===== src/rtl/rec_pwm_sequencer_pkg.sv =====
// Shared types and constants for the rectifier PWM run/fault sequencer.
// State encodings, fault-cause codes, counter widths and a saturating trip increment.
package rec_pwm_sequencer_pkg;

   localparam int TMR_W   = 16;
   localparam int TRIP_W  = 4;
   localparam int RETRY_W = 3;
   localparam int CAUSE_W = 2;

   typedef enum logic [2:0] {
      ST_IDLE   = 3'd0,
      ST_PRECHG = 3'd1,
      ST_DELAY  = 3'd2,
      ST_RUN    = 3'd3,
      ST_RETRY  = 3'd4,
      ST_FAULT  = 3'd5
   } seq_state_t;

   localparam logic [CAUSE_W-1:0] CAUSE_NONE   = 2'd0;
   localparam logic [CAUSE_W-1:0] CAUSE_PRECHG = 2'd1;
   localparam logic [CAUSE_W-1:0] CAUSE_TRIPS  = 2'd2;

   localparam logic [TRIP_W-1:0]  TRIP_SAT     = 4'd15;

   function automatic logic [TRIP_W-1:0] trip_sat_inc(input logic [TRIP_W-1:0] i_val);
      if (i_val == TRIP_SAT) begin
         return i_val;
      end else begin
         return i_val + 4'd1;
      end
   endfunction

endpackage


===== src/rtl/rec_pwm_sequencer_timer.sv =====
// Clearable, enabled 16-bit up-counter that saturates at all-ones.
// Raises o_eq while the count matches the supplied compare value.
module rec_pwm_sequencer_timer #(
   parameter int W = 16
) (
   input  logic         i_clk,
   input  logic         i_rst_n,
   input  logic         i_clr,
   input  logic         i_en,
   input  logic [W-1:0] i_cmp,
   output logic         o_eq
);

   localparam logic [W-1:0] ONE = {{(W-1){1'b0}}, 1'b1};
   localparam logic [W-1:0] MAX = {W{1'b1}};

   logic [W-1:0] r_count;

   // Count register: clear wins over increment, hold at saturation
   always_ff @(posedge i_clk or negedge i_rst_n) begin
      if (!i_rst_n) begin
         r_count <= {W{1'b0}};
      end else if (i_clr) begin
         r_count <= {W{1'b0}};
      end else if (i_en && (r_count != MAX)) begin
         r_count <= r_count + ONE;
      end else begin
         r_count <= r_count;
      end
   end

   assign o_eq = (r_count == i_cmp);

endmodule


===== src/rtl/rec_pwm_sequencer.sv =====
// Run/fault supervisor for the rectifier PWM stage: start-up sequencing, PwmEn gating,
// windowed current-limit trip counting and timed retries ahead of a latched hard fault.
module rec_pwm_sequencer
   import rec_pwm_sequencer_pkg::*;
#(
   parameter logic [TMR_W-1:0]   PRECHG_TIMEOUT = 16'd50000,
   parameter logic [TMR_W-1:0]   ENABLE_DELAY   = 16'd1000,
   parameter logic [TMR_W-1:0]   WIN_TIME       = 16'd10000,
   parameter logic [TRIP_W-1:0]  TRIP_MAX       = 4'd8,
   parameter logic [TMR_W-1:0]   RETRY_TIME     = 16'd20000,
   parameter logic [RETRY_W-1:0] RETRY_MAX      = 3'd3
) (
   input  logic               clk_100,
   input  logic               RSTn,
   input  logic               StartCmd,
   input  logic               StopCmd,
   input  logic               FaultClr,
   input  logic               BusReady,
   input  logic               IP_LMT,
   input  logic               IN_LMT,
   output logic               PwmEn,
   output logic [2:0]         SeqState,
   output logic               FaultLatched,
   output logic [CAUSE_W-1:0] FaultCause,
   output logic [TRIP_W-1:0]  TripCount,
   output logic [RETRY_W-1:0] RetryCount
);

   logic               r_ip_s1, r_ip_s2, r_ip_d;
   logic               r_in_s1, r_in_s2, r_in_d;
   logic               w_trip_evt;

   seq_state_t         r_state, w_state_nxt;
   logic [TMR_W-1:0]   w_tmr_cmp;
   logic               w_tmr_eq, w_tmr_clr;
   logic               w_win_eq, w_win_clr;

   logic [TRIP_W-1:0]  r_trip_cnt, w_trip_nxt;
   logic [RETRY_W-1:0] r_retry_cnt, w_retry_nxt;
   logic [CAUSE_W-1:0] r_cause, w_cause_nxt;
   logic               r_pwm_en, w_pwm_nxt;
   logic               r_fault, w_fault_nxt;

   // Two-flop synchronisers plus one delay stage for falling-edge detection; idle level is high
   always_ff @(posedge clk_100 or negedge RSTn) begin
      if (!RSTn) begin
         r_ip_s1 <= 1'b1;
         r_ip_s2 <= 1'b1;
         r_ip_d  <= 1'b1;
         r_in_s1 <= 1'b1;
         r_in_s2 <= 1'b1;
         r_in_d  <= 1'b1;
      end else begin
         r_ip_s1 <= IP_LMT;
         r_ip_s2 <= r_ip_s1;
         r_ip_d  <= r_ip_s2;
         r_in_s1 <= IN_LMT;
         r_in_s2 <= r_in_s1;
         r_in_d  <= r_in_s2;
      end
   end

   // Coincident edges on both limits collapse into a single trip event
   assign w_trip_evt = (r_ip_d & ~r_ip_s2) | (r_in_d & ~r_in_s2);

   // State-timer compare value for the state currently being timed
   always_comb begin
      w_tmr_cmp = 16'hFFFF;
      case (r_state)
         ST_PRECHG: w_tmr_cmp = PRECHG_TIMEOUT;
         ST_DELAY:  w_tmr_cmp = ENABLE_DELAY;
         ST_RETRY:  w_tmr_cmp = RETRY_TIME;
         default:   w_tmr_cmp = 16'hFFFF;
      endcase
   end

   assign w_tmr_clr = (w_state_nxt != r_state);
   assign w_win_clr = (r_state != ST_RUN) || w_win_eq;

   rec_pwm_sequencer_timer #(.W(TMR_W)) u_state_tmr (
      .i_clk   (clk_100),
      .i_rst_n (RSTn),
      .i_clr   (w_tmr_clr),
      .i_en    (1'b1),
      .i_cmp   (w_tmr_cmp),
      .o_eq    (w_tmr_eq)
   );

   rec_pwm_sequencer_timer #(.W(TMR_W)) u_win_tmr (
      .i_clk   (clk_100),
      .i_rst_n (RSTn),
      .i_clr   (w_win_clr),
      .i_en    (1'b1),
      .i_cmp   (WIN_TIME),
      .o_eq    (w_win_eq)
   );

   // State register
   always_ff @(posedge clk_100 or negedge RSTn) begin
      if (!RSTn) begin
         r_state <= ST_IDLE;
      end else begin
         r_state <= w_state_nxt;
      end
   end

   // Next-state logic; StopCmd outranks everything except the latched fault
   always_comb begin
      w_state_nxt = r_state;
      w_retry_nxt = r_retry_cnt;
      w_cause_nxt = r_cause;
      case (r_state)
         ST_IDLE: begin
            if (StartCmd && !StopCmd) begin
               w_state_nxt = ST_PRECHG;
               w_retry_nxt = 3'd0;
               w_cause_nxt = CAUSE_NONE;
            end else begin
               w_state_nxt = ST_IDLE;
            end
         end
         ST_PRECHG: begin
            if (StopCmd) begin
               w_state_nxt = ST_IDLE;
            end else if (BusReady) begin
               w_state_nxt = ST_DELAY;
            end else if (w_tmr_eq) begin
               w_state_nxt = ST_FAULT;
               w_cause_nxt = CAUSE_PRECHG;
            end else begin
               w_state_nxt = ST_PRECHG;
            end
         end
         ST_DELAY: begin
            if (StopCmd) begin
               w_state_nxt = ST_IDLE;
            end else if (!BusReady) begin
               w_state_nxt = ST_PRECHG;
            end else if (w_tmr_eq) begin
               w_state_nxt = ST_RUN;
            end else begin
               w_state_nxt = ST_DELAY;
            end
         end
         ST_RUN: begin
            if (StopCmd) begin
               w_state_nxt = ST_IDLE;
            end else if (r_trip_cnt >= TRIP_MAX) begin
               if (r_retry_cnt < RETRY_MAX) begin
                  w_state_nxt = ST_RETRY;
                  w_retry_nxt = r_retry_cnt + 3'd1;
               end else begin
                  w_state_nxt = ST_FAULT;
                  w_cause_nxt = CAUSE_TRIPS;
               end
            end else if (!BusReady) begin
               w_state_nxt = ST_PRECHG;
            end else begin
               w_state_nxt = ST_RUN;
            end
         end
         ST_RETRY: begin
            if (StopCmd) begin
               w_state_nxt = ST_IDLE;
            end else if (w_tmr_eq) begin
               w_state_nxt = ST_PRECHG;
            end else begin
               w_state_nxt = ST_RETRY;
            end
         end
         ST_FAULT: begin
            if (FaultClr) begin
               w_state_nxt = ST_IDLE;
            end else begin
               w_state_nxt = ST_FAULT;
            end
         end
         default: begin
            w_state_nxt = ST_IDLE;
         end
      endcase
   end

   // Trip counter: live only while staying in RUN; a window wrap restarts it, keeping a same-cycle event
   always_comb begin
      if ((r_state != ST_RUN) || (w_state_nxt != ST_RUN)) begin
         w_trip_nxt = 4'd0;
      end else if (w_win_eq) begin
         w_trip_nxt = w_trip_evt ? 4'd1 : 4'd0;
      end else if (w_trip_evt) begin
         w_trip_nxt = trip_sat_inc(r_trip_cnt);
      end else begin
         w_trip_nxt = r_trip_cnt;
      end
   end

   // Outputs decoded from the next state so they change on the same edge as SeqState
   always_comb begin
      w_pwm_nxt   = (w_state_nxt == ST_RUN);
      w_fault_nxt = (w_state_nxt == ST_FAULT);
   end

   // Counter, cause and output registers; reset drops PwmEn without waiting for a clock
   always_ff @(posedge clk_100 or negedge RSTn) begin
      if (!RSTn) begin
         r_trip_cnt  <= 4'd0;
         r_retry_cnt <= 3'd0;
         r_cause     <= CAUSE_NONE;
         r_pwm_en    <= 1'b0;
         r_fault     <= 1'b0;
      end else begin
         r_trip_cnt  <= w_trip_nxt;
         r_retry_cnt <= w_retry_nxt;
         r_cause     <= w_cause_nxt;
         r_pwm_en    <= w_pwm_nxt;
         r_fault     <= w_fault_nxt;
      end
   end

   assign PwmEn        = r_pwm_en;
   assign SeqState     = r_state;
   assign FaultLatched = r_fault;
   assign FaultCause   = r_cause;
   assign TripCount    = r_trip_cnt;
   assign RetryCount   = r_retry_cnt;

endmodule


===== config.mk =====
export PLATFORM = sky130hd
export DESIGN_NAME = rec_pwm_sequencer
export DESIGN_NICKNAME = d
export VERILOG_FILES = /design/src/rtl/rec_pwm_sequencer_pkg.sv /design/src/rtl/rec_pwm_sequencer_timer.sv /design/src/rtl/rec_pwm_sequencer.sv
export SDC_FILE = /design/constraint.sdc
export NUM_CORES = 1
export LEC_CHECK = 0
export ABC_AREA = 0
export CAP_MARGIN = 20
export CORE_MARGIN = 1
export CORE_UTILIZATION = 45
export DETAILED_ROUTE_END_ITERATION = 6
export GPL_TIMING_DRIVEN = 0
export PLACE_DENSITY = 0.71
export RECOVER_POWER = 25
export SLEW_MARGIN = 20
export SYNTH_ARGS = -nofsm -noshare
export SYNTH_HDL_FRONTEND = slang
export SYNTH_HIERARCHICAL = 1
export SYNTH_SLANG_ARGS = --single-unit

===== constraint.sdc =====
create_clock -name clk_100 -period 7.15 [get_ports clk_100]
set_clock_uncertainty 0.1 [all_clocks]
set_input_delay 1.43 -clock clk_100 [delete_from_list [all_inputs] [get_ports clk_100]]
set_output_delay 1.43 -clock clk_100 [all_outputs]
set_load 0.02 [all_outputs]

==> results.md, run 1 <==
* Status: complete, but fails checks
* Failing checks: capacitance limit, slew limit
* Synth Warn # at 6
* Pin count of the biggest net entering global routing at between 50 and 60
* Area contributors post-synth: dfrtp_1 (35%), xnor2_1 (8.6%), dfstp_2 (4.8%)
* Root Buffer: clkbuf_8
* Post-synth ARST share at 100.0%
* # setup viols final at 0
* Most common cell in the synthesized netlist: dfrtp_1
* Hold_buf cts at 0
* Power density over cell area at roughly 160 mW/mm2
* Post-Syn Area at approximately 0.0033 mm2
* Port Buffers at 19
* Antenna Nets Post-Route at 0
* Worst-path clk slew at around 0.10 ns
* DR iter-0 viols at ~150
* Final WS setup at ~2.1 ns
* First-pass GRT wire length at between 10000 and 15000 um
* TNS Setup at 0 ns
* Worst vdd ir at approximately 0.08 mV
* N_diodes at 0
* Post-synth EDFFs at 0
* Setup CP Type: reg2reg
* Nets at about 430
* Setup slack, reg-to-reg at around 2.1 ns
* FF-to-FF Start: SeqState[0]
* Final Core Density at roughly 55%
* TritonCTS Buffers at 5
* Register area share after synthesis at around two fifths
* Worst Hold Path Cells at 0
* Max-slew violation count at between 50 and 60
* Startpoint Class: flop
* Synth area leader: dfrtp_1
* Cells on worst reg2reg path at 15
* Critical hold path startpoint: r_in_s1
* Post-CTS Setup Bufs at 0
* Num ports at 22
* Initial core utilization at 47.34%
* Rows at 30
* Vias in the first global route at between 2k and 3k
* Fin crit share at around 70%
* CTS H-Tree Depth at 2
* Max FO, Critical Path at 10
* Worst min path class: reg2reg
* Final Hold Viols at 0
* Syn_area_per_cell at 9.056 um2
* Pleak at around 0.0015 uW
* Slowest stage cell, crit path: o21ai_0
* Slowest Stage Delay on Critical Path at between 0.7 and 0.8 ns
* Worst R2R End: u_state_tmr/r_count[1]
* Pre-CTS WS at between 2 and 2.5 ns
* Post_cts resized at 0
* Post-Syn Instances at about 360
* Post-layout min period at between 5 and 6 ns
* Fillers at 675
* Yosys reg bits at 52
* Setup crit end kind: flop
* Die Ht at about 87 um
* DR vias at roughly 2.8k
* Routability Congestion at about 0.9
* Most frequent CP cell: clkbuf_1
* Area delta synth->final at 15.58%
* DRC at 0
* Hold EP: r_in_s2
* Cell Chain, Critical Path: buf_2 > buf_1 > xor2_1 > o21ai_0 > xnor2_1 > nand4_1 > nor4_1 > nand2b_1 > o31a_1 > o22ai_2 > mux2_1 > o2111ai_1 > clkbuf_1 > clkbuf_1 > nor2_1
* Share of cells above drive strength 1 at 8.717%
* Global Route Usage Sum at 20.45%
* Area of the die at roughly 0.0076 mm2
* Clock Tree Buf Depth at 2
* Vias per inst at about 5.6
* Post-synth top cells: dfrtp_1 (46), xnor2_1 (32), a21oi_1 (26)
* CP arrival at just over 5 ns
* Synth top area share at a little over a third
* Max_slew headroom at -86.66%
* Die width at ~87 um
* Max Cap Viol at 1
* Most used DFF post-synth: dfrtp_1
* GRT overflow at 0
* Later-pin clock latency in the skew report at a little over 0.3 ns
* Total wire length at slightly above 7000 um
* Clock sink count at 52
* Routed WL per cell at between 10 and 15 um
* Hpwl dp at 5072 um
* Placeable Area at just under 0.007 mm2
* Worst path required time at ~7.2 ns
* First-pass detailed-route iteration total at 4
* Yosys cell types at 57
* Initial antenna violation count at 0
* Worst-Margin Slew at approximately 2.8 ns
* TritonCTS clock tree: done
* RSZ-0062 raised after global routing: false
* Achievable frequency at 199.6 MHz
## where the power goes
| part | leakage [uW] | total [uW] | internal, uW | switching, uW |
|---|---|---|---|---|
| Combinational | 0.000746 | 93.1 | 35.6 | 57.5 |
| Sequential | 0.000702 | 312 | 303 | 8.67 |
| Clock | 0.0000541 | 203 | 104 | 99.3 |
| Total | 0.00150 | 608 | 442 | 165 |
## cell type report
type | instances | area, um2 | share of cell area, %
buffer | 23 | 122.6 | 3.245
clock buffer | 5 | 68.82 | 1.821
clock inverter | 3 | 42.54 | 1.126
inverter | 16 | 60.06 | 1.589
multi-input combinational | 295 | 1872 | 49.54
sequential | 52 | 1309 | 34.64
tap | 96 | 120.1 | 3.179
timing repair buffer | 19 | 183.9 | 4.868
## kinds of logic (layout without fill, tap and decap cells)
group	Yosys count	in the layout	synth area share [%]
buf+inv	39	66	5.587
compound gates	83	83	16.84
flops	52	52	40.03
fa+ha+maj	5	5	1.914
other cells	2	27	0.2297
mux	8	8	2.526
simple gates	135	135	22.96
xor+xnor	37	37	9.912
## flip-flops by register name (all words and copies together), names as in the netlist
| register | flops |
|---|---|
| r_ip_s2 | 1 |
| r_ip_d | 1 |
| r_in_s1 | 1 |
| FaultCause | 2 |
| PwmEn | 1 |
| TripCount | 4 |
| u_win_tmr/r_count | 16 |
| r_in_s2 | 1 |
| FaultLatched | 1 |
| r_in_d | 1 |
| u_state_tmr/r_count | 16 |
| SeqState | 3 |
| RetryCount | 3 |
| r_ip_s1 | 1 |
## worst max-delay path: cells and delay by family (launching register included)
family,cells,cell delay [ns]
buf+inv,4,1.36
mux,1,0.35
xor+xnor,2,0.33
compound gates,4,1.31
simple gates,4,1.06
flops,1,0.35
## per-stage QoR
step | cell area [um2] | hold slack, ns | power, uW | std cells
2_1_floorplan | 3363 | 0.2452 | 381.7 | 386
3_3_place_gp | 3674 | 0.2460 | 407.1 | 501
3_5_place_dp | 3671 | 0.2468 | 409.8 | 501
4_1_cts | 3782 | 0.2620 | 615.7 | 509
5_1_grt | 3779 | 0.2722 | 640.7 | 509
6_report | 3779 | 0.2620 | 607.6 | 509
## worst max-delay path by stage
stage | start | to | slack (ns) | cells past startpoint
global route | SeqState[0] | u_state_tmr/r_count[1] | 1.74 | 15
CTS | SeqState[0] | u_state_tmr/r_count[1] | 2.16 | 15
detailed placement | SeqState[0] | u_state_tmr/r_count[13] | 2.22 | 15
floorplan | SeqState[0] | u_state_tmr/r_count[15] | 2.91 | 17
global placement | SeqState[0] | u_state_tmr/r_count[13] | 2.30 | 15
finish | SeqState[0] | u_state_tmr/r_count[1] | 2.14 | 15
## metal layers
layer / global-route usage, % / vias up / wire, um
li1: - / 1384 / -
met1: 25.27 / 1385 / 3170
met2: 35.50 / 56 / 3548
met3: 3.886 / 5 / 241
met4: 7.601 / 0 / 82
met5: 0 / - / 0
## layout by cell type, fill, tap and decap left out, types with 3 or more instances in the layout
cell | synthesis | routed
clkdlybuf4s50_1 | 0 | 16
a31oi_1 | 4 | 4
clkbuf_1 | 10 | 11
buf_2 | 5 | 5
conb_1 | 2 | 27
nor3_1 | 6 | 6
or2_1 | 3 | 3
mux2i_1 | 6 | 6
clkbuf_8 | 0 | 5
nand2b_1 | 8 | 8
dfrtp_1 | 46 | 46
o21ai_0 | 18 | 18
nand3_1 | 22 | 22
or3_1 | 12 | 12
buf_4 | 6 | 6
dfstp_2 | 6 | 5
xnor2_1 | 32 | 32
inv_1 | 16 | 16
o21ai_1 | 3 | 3
or4_1 | 6 | 6
a21oi_1 | 26 | 26
xor2_1 | 5 | 5
nand2_1 | 15 | 15
nor2_1 | 25 | 25
ha_1 | 5 | 5
nand4_1 | 17 | 17
a41oi_1 | 3 | 3
nor4_1 | 4 | 4
o31ai_1 | 6 | 6
Power figures use the tool's default switching activity.
==> inputs of run 2 (changes only) <==
- clock period: 7.15 -> 5.14 ns (I/O delays scaled with it)
==> results.md, run 2 (same netlist as run 1, synthesis figures left out) <==
* Status: complete, but fails checks
* Failing checks: capacitance limit, slew limit
* Initial core utilization at between 40 and 50%
* Rows at 30
* Worst hold margin at ~0.26 ns
* Pre-CTS WS at 0.2058 ns
* Worst vdd ir at between 0.1 and 0.15 mV
* Max FO, Critical Path at 10
* Commonest non-fill, non-tap cell in the layout: dfrtp_1
* Worst-path clk slew at 0.10 ns
* Die Ht at roughly 87 um
* Vias in the first global route at approximately 2.7k
* Total wire length at approximately 7000 um
* Worst path required time at 5.22 ns
* Final Hold Viols at 0
* Startpoint Class: flop
* Placeable Area at 0.006907 mm2
* Hpwl dp at just over 5000 um
* Vias per inst at around 5.5
* Initial antenna violation count at 0
* Power density over cell area at 223.2 mW/mm2
* Nets at roughly 430
* DR iter-0 viols at roughly 140
* Max-slew violation count at 53
* Setup slack, reg-to-reg at about 0.57 ns
* Setup crit end kind: flop
* Final WS setup at ~0.57 ns
* CP arrival at approximately 4.6 ns
* Cells on worst reg2reg path at 15
* Achievable frequency at roughly 220 MHz
* TritonCTS clock tree: done
* Critical hold path startpoint: r_in_s1
* Root Buffer: clkbuf_8
* Area of the die at between 0.007 and 0.008 mm2
* GRT overflow at 0
* First-pass GRT wire length at roughly 12000 um
* Most frequent cells in the layout: dfrtp_1 (46), xnor2_1 (32), conb_1 (27)
* Worst Hold Path Cells at 0
* Routed WL per cell at 13.80 um
* Worst R2R End: u_state_tmr/r_count[1]
* Clock Tree Buf Depth at 2
* Share of cells above drive strength 1 at under 10%
* Max Cap Viol at 1
* TNS Setup at 0 ns
* Antenna Nets Post-Route at 0
* Post-layout min period at 4.566 ns
* Pleak at 0.001503 uW
* Max_slew headroom at -86.61%
* Fin crit share at between 80% and 90%
* Setup CP Type: reg2reg
* Worst-Margin Slew at around 2.8 ns
* Die width at ~87 um
* RSZ-0062 raised after global routing: false
* Num ports at 22
* First-pass detailed-route iteration total at 4
* DRC at 0
* N_diodes at 0
* FF-to-FF Start: SeqState[0]
* Clock sink count at between 50 and 60
* Port Buffers at 19
* Worst min path class: reg2reg
* DR vias at around 2.8k
* Global Route Usage Sum at around a fifth
* Pin count of the biggest net entering global routing at between 50 and 60
* Fillers at a little under 700
* TritonCTS Buffers at 5
* Hold EP: r_in_s2
* Later-pin clock latency in the skew report at between 0.3 and 0.4 ns
* Final Core Density at around 55%
* Area delta synth->final at 15.77%
* CTS H-Tree Depth at 2
* Routability Congestion at between 0.8 and 0.9
* # setup viols final at 0
==> run 2: cell counts in the layout (fill, tap and decap cells not counted) <==
No cell type changed its count.
==> run 2: critical path: stages (launching register included) <==
cell,delay (ns)
dfrtp_1,0.35
buf_2,0.20
buf_1,0.37
xor2_1,0.12
o21ai_1,0.50
xnor2_1,0.19
nand4_1,0.13
nor4_2,0.48
nand2b_1,0.18
o31a_1,0.29
o22ai_2,0.19
mux2_1,0.35
o2111ai_1,0.07
clkbuf_1,0.37
clkbuf_1,0.43
nor2_1,0.10
==> run 2: per-layer routing <==
| metal | part of all wire (%) | GRT usage, % | vias up |
|---|---|---|---|
| met1 | 45 | 25.27 | 1382 |
| met2 | 50 | 35.50 | 50 |
| met5 | 0 | 0 | - |
| li1 | - | - | 1386 |
| met3 | 3.1 | 3.886 | 5 |
| met4 | 1.2 | 7.601 | 0 |
==> run 2: repair_timing <==
action	4_1_cts	5_1_grt
buffers inserted	0	0
gates resized for setup	0	2
hold buffers	0	0
endpoints found under the setup margin	0	12
==> run 2: worst max path at each step <==
stage                      startpoint                 endpoint  slack, ns  depth (start not counted)
after floorplan           SeqState[0]  u_state_tmr/r_count[15]       0.90                         17
after global placement    SeqState[0]  u_state_tmr/r_count[13]       0.29                         15
after detailed placement  SeqState[0]  u_state_tmr/r_count[13]       0.21                         15
after CTS                 SeqState[0]   u_state_tmr/r_count[1]       0.15                         15
after global routing      SeqState[0]   u_state_tmr/r_count[1]       0.20                         15
final                     SeqState[0]   u_state_tmr/r_count[1]       0.57                         15
==> run 2: final cells by class <==
class | count | area (um2) | area share [%]
inverters | 16 | 60.06 | 1.587
flip-flops and latches | 52 | 1309 | 34.58
repair buffers | 19 | 183.9 | 4.859
plain buffers | 23 | 122.6 | 3.240
clock inverters | 3 | 42.54 | 1.124
well taps | 96 | 120.1 | 3.174
multi-input cells | 295 | 1878 | 49.62
clock buffers | 5 | 68.82 | 1.818
==> run 2: stage by stage <==
step | power [uW] | instances | cell area (um2)
2_1_floorplan | 531.0 | 386 | 3363
3_3_place_gp | 566.3 | 501 | 3674
3_5_place_dp | 570.1 | 501 | 3671
4_1_cts | 856.5 | 509 | 3782
5_1_grt | 891.4 | 509 | 3785
6_report | 844.8 | 509 | 3785
==> run 2: power by group <==
part,internal [uW],switching [uW]
sequential,421,12.1
clock,144,138
combinational,49.6,79.9
total,615,230
==> inputs of run 3 (changes only) <==
- RECOVER_POWER: 25 -> default
- SLEW_MARGIN: 20 -> default
==> results.md, run 3 (same netlist as run 1, synthesis figures left out) <==
* Placeable Area at a little under 0.007 mm2
* Area delta synth->final at 17.30%
* RSZ-0062 raised after global routing: false
* DR iter-0 viols at 172
* Antenna Nets Post-Route at 0
* Vias per inst at between 5 and 6
* Status: finished clean
* Total wire length at ~7000 um
* Max Cap Viol at 0
* Area of the die at 0.007610 mm2
* Num ports at 22
* Clock sink count at 52
* Achievable frequency at around 220 MHz
* Hpwl dp at just over 5000 um
* Worst path required time at around 5.2 ns
* N_diodes at 0
* Vias in the first global route at about 2.7k
* Hold_buf cts at 0
* Final Hold Viols at 0
* Setup CP Type: reg2reg
* Root Buffer: clkbuf_8
* Worst min path class: reg2reg
* First-pass detailed-route iteration total at 4
* Fin crit share at about nine tenths
* Worst vdd ir at ~0.11 mV
* Max-slew violation count at 0
* Startpoint Class: flop
* Die width at between 80 and 90 um
* Share of cells above drive strength 1 at 9.420%
* Max_slew headroom at between 50% and 60%
* Final non-filler cell total at between 500 and 600
* GRT overflow at 0
* Pleak at between 0.0015 and 0.002 uW
* DRC at 0
* Routability Congestion at a little under 0.9
* Initial core utilization at a little under half
* Die Ht at 87.24 um
* Post-layout min period at around 4.6 ns
* TritonCTS Buffers at 5
* CP arrival at 4.64 ns
* Initial antenna violation count at 0
* Commonest non-fill, non-tap cell in the layout: dfrtp_1
* First-pass GRT wire length at between 10000 and 15000 um
* Cells after DPL at 502
* Worst R2R End: u_state_tmr/r_count[1]
* CTS H-Tree Depth at 2
* # setup viols final at 0
* Worst-path clk slew at about 0.090 ns
* Pin count of the biggest net entering global routing at 32
* FF-to-FF Start: SeqState[0]
* TritonCTS clock tree: done
* Later-pin clock latency in the skew report at a little over 0.3 ns
* CP startpoint: SeqState[0]
* Port Buffers at 19
* Nets at roughly 430
* Routed WL per cell at between 10 and 15 um
* Max FO, Critical Path at 10
* Global Route Usage Sum at around 20%
* TNS Setup at 0 ns
* Setup crit end kind: flop
* DR vias at 2829
* Worst Setup EP: u_state_tmr/r_count[1]
* Most frequent cells in the layout: dfrtp_1 (46), xnor2_1 (32), conb_1 (27)
* Worst-Margin Slew at roughly 0.74 ns
* Cells on worst reg2reg path at 15
* Fillers at 644
* Rows at 30
* Clock Tree Buf Depth at 2
* Power density over cell area at 233.1 mW/mm2
* Setup slack, reg-to-reg at 0.57 ns
[run 3: cell type report]
| type | count | area [um2] | share of cell area, % |
|---|---|---|---|
| Timing Repair Buffer | 20 | 212.7 | 5.546 |
| Multi-Input combinational cell | 295 | 1878 | 48.97 |
| Clock buffer | 6 | 72.57 | 1.892 |
| Buffer | 23 | 122.6 | 3.197 |
| Tap cell | 96 | 120.1 | 3.132 |
| Clock inverter | 2 | 60.06 | 1.566 |
| Sequential cell | 52 | 1309 | 34.13 |
| Inverter | 16 | 60.06 | 1.566 |
[run 3: what timing repair did]
action,in CTS,in global routing
setup endpoints to repair,0,12
buffers inserted,0,0
resized for setup,0,2
[run 3: routing by layer]
metal	up-vias	GRT usage, %	wire, um
met5	-	0	0
met4	0	6.855	57
met3	6	3.128	280
met2	67	34.43	3467
met1	1372	25.62	3178
li1	1384	-	-
[run 3: worst max-delay path, stage by stage (launching register included)]
cell	delay [ns]
dfrtp_1	0.35
buf_2	0.20
buf_1	0.37
xor2_1	0.12
o21ai_1	0.50
xnor2_1	0.19
nand4_1	0.13
nor4_2	0.49
nand2b_1	0.18
o31a_1	0.28
o22ai_2	0.20
mux2_1	0.34
o2111ai_1	0.08
clkbuf_1	0.38
clkbuf_1	0.43
nor2_1	0.10
[run 3: stage by stage]
step | util [%] | instance area (um2) | hold WS, ns | total power, uW | setup WS [ns]
after global placement | 53.19 | 3674 | 0.2460 | 566.3 | 0.2939
final | 55.53 | 3835 | 0.2606 | 893.8 | 0.5714
after global routing | 55.53 | 3835 | 0.2704 | 935.7 | 0.1943
after detailed placement | 53.51 | 3696 | 0.2481 | 572.2 | 0.2098
after floorplan | - | 3363 | 0.2452 | 531.0 | 0.9042
after CTS | 55.43 | 3829 | 0.2621 | 903.1 | 0.1872
[run 3: power by group]
group	switching, uW	internal [uW]
registers	12.9	422
clock network	134	195
logic	78.7	52.1
[run 3: how the worst min path moves through the flow]
stage	end	from	slack [ns]	cells past startpoint
global placement	r_in_s2	r_in_s1	0.25	0
finish	r_in_s2	r_in_s1	0.26	0
global route	r_in_s2	r_in_s1	0.27	0
CTS	r_in_s2	r_in_s1	0.26	0
floorplan	r_in_s2	r_in_s1	0.25	0
detailed placement	r_in_s2	r_in_s1	0.25	0
